**src/rtl/if_id_pipe_stage.sv**
```systemverilog
// IF/ID pipeline register with a valid/ready handshake and a two-entry skid buffer.
// in_ready is registered, which cuts the combinational decode-stall path back into fetch.
//
// state | meaning
// ------+-----------------------------------------------------------
// EMPTY | no entry held; out_ir shows NOP_INSTR; in_ready=1
// FULL  | main register holds the entry presented to decode; in_ready=1
// SKID  | main and skid both hold entries; in_ready=0
module if_id_pipe_stage #(
    parameter int                  PC_WIDTH  = 16,
    parameter int                  IR_WIDTH  = 16,
    parameter logic [IR_WIDTH-1:0] NOP_INSTR = '0,
    parameter int                  CNT_WIDTH = 16
) (
    input  logic                 clock,
    input  logic                 clear_n,
    input  logic                 in_valid,
    output logic                 in_ready,
    input  logic [PC_WIDTH-1:0]  in_pc,
    input  logic [PC_WIDTH-1:0]  in_pc_plus,
    input  logic [IR_WIDTH-1:0]  in_ir,
    input  logic                 flush,
    output logic                 out_valid,
    input  logic                 out_ready,
    output logic [PC_WIDTH-1:0]  out_pc,
    output logic [PC_WIDTH-1:0]  out_pc_plus,
    output logic [IR_WIDTH-1:0]  out_ir,
    output logic [CNT_WIDTH-1:0] stall_count
);

    typedef enum logic [1:0] {
        EMPTY = 2'd0,
        FULL  = 2'd1,
        SKID  = 2'd2
    } state_t;

    state_t state, state_next;

    logic                in_xfer;
    logic                load_main_in;
    logic                load_main_skid;
    logic                load_skid;
    logic [PC_WIDTH-1:0] main_pc, main_pc_plus;
    logic [IR_WIDTH-1:0] main_ir;
    logic [PC_WIDTH-1:0] skid_pc, skid_pc_plus;
    logic [IR_WIDTH-1:0] skid_ir;

    assign in_xfer = in_valid & in_ready;

    always_ff @(posedge clock or negedge clear_n) begin
        if (!clear_n) begin
            state    <= EMPTY;
            in_ready <= 1'b1;
        end else begin
            state    <= state_next;
            in_ready <= (state_next != SKID);
        end
    end

    // flush wins; entries accepted during a flush cycle are dropped without touching main
    always_comb begin
        state_next     = state;
        load_main_in   = 1'b0;
        load_main_skid = 1'b0;
        load_skid      = 1'b0;
        if (flush) begin
            state_next = EMPTY;
        end else begin
            case (state)
                EMPTY: begin
                    if (in_xfer) begin
                        load_main_in = 1'b1;
                        state_next   = FULL;
                    end
                end
                FULL: begin
                    if (out_ready && in_xfer) begin
                        load_main_in = 1'b1;
                    end else if (out_ready) begin
                        state_next = EMPTY;
                    end else if (in_xfer) begin
                        load_skid  = 1'b1;
                        state_next = SKID;
                    end
                end
                SKID: begin
                    if (out_ready) begin
                        load_main_skid = 1'b1;
                        state_next     = FULL;
                    end
                end
                default: state_next = EMPTY;
            endcase
        end
    end

    always_ff @(posedge clock or negedge clear_n) begin
        if (!clear_n) begin
            main_pc      <= '0;
            main_pc_plus <= '0;
            main_ir      <= '0;
            skid_pc      <= '0;
            skid_pc_plus <= '0;
            skid_ir      <= '0;
        end else begin
            if (load_main_in) begin
                main_pc      <= in_pc;
                main_pc_plus <= in_pc_plus;
                main_ir      <= in_ir;
            end else if (load_main_skid) begin
                main_pc      <= skid_pc;
                main_pc_plus <= skid_pc_plus;
                main_ir      <= skid_ir;
            end
            if (load_skid) begin
                skid_pc      <= in_pc;
                skid_pc_plus <= in_pc_plus;
                skid_ir      <= in_ir;
            end
        end
    end

    // saturating, so a long debug stall never wraps back to a small number
    always_ff @(posedge clock or negedge clear_n) begin
        if (!clear_n) begin
            stall_count <= '0;
        end else if (out_valid && !out_ready && (stall_count != '1)) begin
            stall_count <= stall_count + CNT_WIDTH'(1);
        end
    end

    assign out_valid   = (state != EMPTY);
    assign out_pc      = main_pc;
    assign out_pc_plus = main_pc_plus;
    assign out_ir      = out_valid ? main_ir : NOP_INSTR;

endmodule

```
**config.mk**
```make
export PLATFORM = sky130hd
export DESIGN_NAME = if_id_pipe_stage
export DESIGN_NICKNAME = d
export VERILOG_FILES = /design/src/rtl/if_id_pipe_stage.sv
export SDC_FILE = /design/constraint.sdc
export NUM_CORES = 1
export LEC_CHECK = 0
export BUFFER_PORTS_ARGS = -buffer_cell sky130_fd_sc_hd__buf_2
export CORE_MARGIN = 2
export CORE_UTILIZATION = 50
export DETAILED_ROUTE_END_ITERATION = 8
export GPL_TIMING_DRIVEN = 0
export PLACE_DENSITY = 0.82
export SYNTH_ARGS = -nofsm -noshare
export SYNTH_HDL_FRONTEND = slang
export SYNTH_SLANG_ARGS = --single-unit
```
**constraint.sdc**
```tcl
create_clock -name clock -period 2.3 [get_ports clock]
set_clock_uncertainty 0.05 [all_clocks]
set_input_delay 0.115 -clock clock [delete_from_list [all_inputs] [get_ports clock]]
set_output_delay 0.115 -clock clock [all_outputs]
set_load 0.02 [all_outputs]
```
# Word-level counts from Yosys, hierarchy flattened
# Index checks and enable logic that the tools add are counted.
# totals
reg_bits,115
latchBits,0
ramBits,0
romBits,0
input_bits,53
output_inout_bits,66
word_cells,47
n_memories,0
# op_classes
add_sub_neg,1
multipliers,0
div,0
n_lt_le_gt_ge,0
n_eq_ne,4
shifts,0
muxes,25
n_bitwise,1
reduce_logical,7
# op_table
cell,n
$mux 16,7
$add 16x1->16 const B,1
$ne 16x16->1 const B,1
$mux 2,6
$mux 1,10
$pmux 2 s3,1
$reduce_bool 2->1,2
$logic_and 1x1->1,3
$eq 2x1->1 const B,1
$eq 2x2->1 const B,1
$logic_not 2->1,1
$ne 2x2->1 const B,1
$pmux 1 s2,1
$and 1x1->1,1
$logic_not 1->1,1

# Logic depth before layout (Yosys ltp)
# depth
ltp_word,7
ltp_mapped,7
mapped_depth_nobuf,5

# Least setup slack after synthesis
# Ideal clock, no wire load.
# synth_timing
path_kind,register -> register
startpoint,register stall_count[0]
endpoint,register stall_count[15]
setup_ps,80
arrival_time_ps,1744
required_ps,2170
setup_slack_ps,426
stages_incl_launch_ff,7
path_buffers,1
synth_period_minus_slack_ps,1874
path_cell_list,dfrtp_1 -> ha_1 -> and4_1 -> and4bb_1 -> buf_2 -> nor4_1 -> xor2_1
# synth_between
elab_chain_cells,2
elab_cells_between_ends,3
classes_between,add/sub: 1; eq/ne: 1; reduce/logical: 1
# synth_lines
element,line,text
"start, declared",28,output logic [CNT_WIDTH-1:0] stall_count
"start signal, assigned",128,stall_count <= stall_count + CNT_WIDTH'(1);
"parallel branches: the longest is 2 deep, another holds $add 16x1->16",n/a,
# Several ways; the timed one is not identified.
# A chain may end at the register's enable or synchronous reset.

# Final worst setup path
# layout_timing
startpoint,register state[1]
endpoint,output out_valid
# layout_between
elab_chain_cells,1
# layout_lines
element,line,text
"start, declared",37,"state_t state, state_next;"
"start signal, assigned",55,state <= state_next;
$reduce_bool 2->1,132,assign out_valid = (state != EMPTY);
"end, declared",23,"output logic out_valid,"
# No other way between the ends.

==> results.py <==
metrics = {
    "status": {
        "status": "finished clean",
    },
    "sta": {
        "tightest_slew_ns": 0.7592,
        "hold_viol_final": 0,
        "slew_viol_final": 0,
        "maxSlewHeadroom_pct": 49.39,
        "period_share_pct": 88.54,
        "rsz0062_at_grt": "no",
        "setup_tns_ns": 0,
        "final-setup-viol-count": 0,
        "timing.fmax_mhz": 491.1,
        "layout_min_cycle_time_ns": 2.036,
    },
    "worst_setup_path": {
        "required_ns": 2.13,
        "max_stage_delay_ns": 0.37,
        "critPathCaptureType": "output pin",
        "crit_start": "state[1]",
        "crit_path_top_delay_cell": "dfrtp_1",
        "reg2regPathDepth": 6,
        "arrival_ns": 1.87,
        "cp_cell_sequence": "buf_6 -> nor2_4 -> clkbuf_2 -> inv_1 -> buf_2",
        "start_kind": "flip-flop",
        "r2r_end": "out_pc[11]",
        "r2r_start": "in_ready",
        "path_class": "reg2out",
        "regToRegSetupSlack_ns": 0.32,
        "cp_max_fo": 10,
    },
    "synthesis": {
        "syn-num-nets": 471,
        "synth_top_cell_area_share_pct": 56.38,
        "synth_edf_count": 0,
        "synth_seq_cells": 115,
        "synth_most_common_cell": "dfrtp_1",
        "synthCells": 417,
        "async_reset_ff_share_pct": 100.0,
        "post_synth_num_cell_types": 37,
        "yosysTopAreaCell": "dfrtp_1",
        "ys_seq_area_share_pct": 56.90,
        "yosys_warnings": 0,
        "synthTopCellsByArea": "dfrtp_1, mux2_2, mux2i_1, a21oi_1, nor2_1",
        "netlist_top_cells_count": "dfrtp_1, nor2_1, mux2i_1",
        "avgSynthCellArea_um2": 12.13,
        "synth_area_um2": 5060,
        "synth_ff_type": "dfrtp_1",
    },
    "hold_path": {
        "hp-class": "in2async",
    },
    "die": {
        "ioPinCount": 119,
        "dieArea_um2": 10940,
        "fp.dieH_um": 104.6,
        "rows": 36,
        "coreArea_um2": 9819,
        "initial_core_util_pct": 51.53,
        "fp.dieW_um": 104.6,
    },
    "grt": {
        "grt_usage_pct": 23.20,
        "antenna_found_initial": 0,
        "overflow": 0,
        "grt_max_degree": 59,
        "grt_pass1_wl_um": 19730,
        "first_global_vias": 4121,
    },
    "routing": {
        "viasPerCell": 5.080,
        "first_iter_violations": 170,
        "wl_per_cell_um": 16.00,
        "drc_errors": 0,
        "firstDrtPassIters": 4,
        "routed_wl_um": 12050,
        "num_vias": 3825,
        "ant_nets": 0,
    },
    "cells_and_area": {
        "drive_above_1_share_pct": 35.97,
        "fillers": 735,
        "fin_nets": 661,
        "antenna_cells": 0,
        "final_area_um2": 6929,
        "syn_to_final_growth_pct": 36.94,
        "final_cells": 753,
    },
    "placed_design": {
        "portBuffers": 118,
        "gp_congestion": 0.7999,
        "dp_hpwl_um": 7641,
        "dp.cells": 669,
        "place_area_um2": 5847,
    },
    "clock_network": {
        "htree_levels": 4,
        "clock_tree.root_cell": "clkbuf_8",
        "post_cts_buffers": 0,
        "cts_tree": "done",
        "clk_path_buf_depth": 2,
        "clkSinkCount": 115,
        "cts-buffers-inserted": 17,
        "insertion_delay_ns": 0.51,
        "cts.clk_slew.worst_paths_ns": 0.06,
    },
    "pwr": {
        "design_power_total_mw": 6.537,
        "max-vdd-ir-drop_v": 0.0004836,
        "power_leakage_nw": 3.163,
        "power_density_nw_per_um2": 943.4,
    },
    "flow_run": {
        "cap_violations": 0,
    },
}
worst max-delay path by stage:
stage | end | slack (ns) | cells past startpoint
2_1_floorplan | stall_count[15] | 0.43 | 6
3_3_place_gp | out_pc[14] | -0.19 | 1
3_5_place_dp | stall_count[1] | 0.26 | 6
4_1_cts | out_ir[11] | 0.08 | 5
5_1_grt | out_ir[11] | 0.15 | 5
6_report | out_valid | 0.26 | 5
metal layers:
layer	track usage (%)	share of wire, %
met2	40.52	53
met4	9.905	2.0
met5	0	0
met1	26.84	41
met3	6.363	3.8
timing repair:
action | 4_1_cts | 5_1_grt
setup endpoints to repair | 10 | 2
hold buffers | 52 | 0
resized for setup | 2 | 1
endpoints found under the hold margin | 155 | 0
stage by stage:
step | setup WS, ns | hold WS [ns] | utilization [%]
4_1_cts | 0.07603 | 0.1740 | 70.51
6_report | 0.2635 | 0.1638 | 70.57
3_5_place_dp | 0.2615 | 0.1822 | 59.54
5_1_grt | 0.1546 | 0.2112 | 70.57
3_3_place_gp | -0.1924 | 0.2890 | 59.24
2_1_floorplan | 0.4259 | -0.2306 | -
logic make-up (layout without fill, tap and decap cells):
kind of cell / after synthesis / after routing / synth area share, %
compound gates: 53 / 53 / 5.613
xor+xnor: 15 / 15 / 2.597
fa+ha+maj: 1 / 1 / 0.2472
buf+inv: 27 / 230 / 3.437
flops: 115 / 115 / 56.90
mux: 98 / 98 / 20.60
simple gates: 108 / 108 / 10.61
flip-flops by register name, summed over array words and instances, names as in the netlist:
register	count
skid_pc_plus	16
in_ready	1
state	2
stall_count	16
out_pc	16
skid_ir	16
main_ir	16
skid_pc	16
out_pc_plus	16
power by group:
group	internal, mW	switching [mW]
registers	2.50	0.281
logic	0.644	0.709
clock network	1.48	0.922
total	4.63	1.91
critical path: cells and delay by family, from the launching register on:
family | cells | cell delay, ns
flip-flops | 1 | 0.37
buffers and inverters | 4 | 0.73
AND/OR/NAND/NOR | 1 | 0.26
cell usage in the layout, fill, tap and decap left out, types with 6 or more instances in the layout:
master / n
buf_2: 124
dfrtp_1: 114
nor2_1: 54
dlygate4sd3_1: 52
mux2i_1: 49
a21oi_1: 48
mux2_2: 48
nor2b_1: 17
clkbuf_16: 16
xor2_1: 14
nand2_1: 9
buf_6: 7
clkbuf_1: 7
clkinvlp_4: 7
nor3_1: 6
area by class of cell:
class,instances,area (µm²),share of cell area (%)
Sequential cell,115,2879,41.55
Inverter,2,7.507,0.1083
Timing Repair Buffer,171,1141,16.47
Multi-Input combinational cell,275,2014,29.07
Clock buffer,19,441.7,6.374
Buffer,25,167.7,2.420
Tap cell,133,166.4,2.402
Clock inverter,13,111.4,1.607
(Power assumes the default switching activity.)
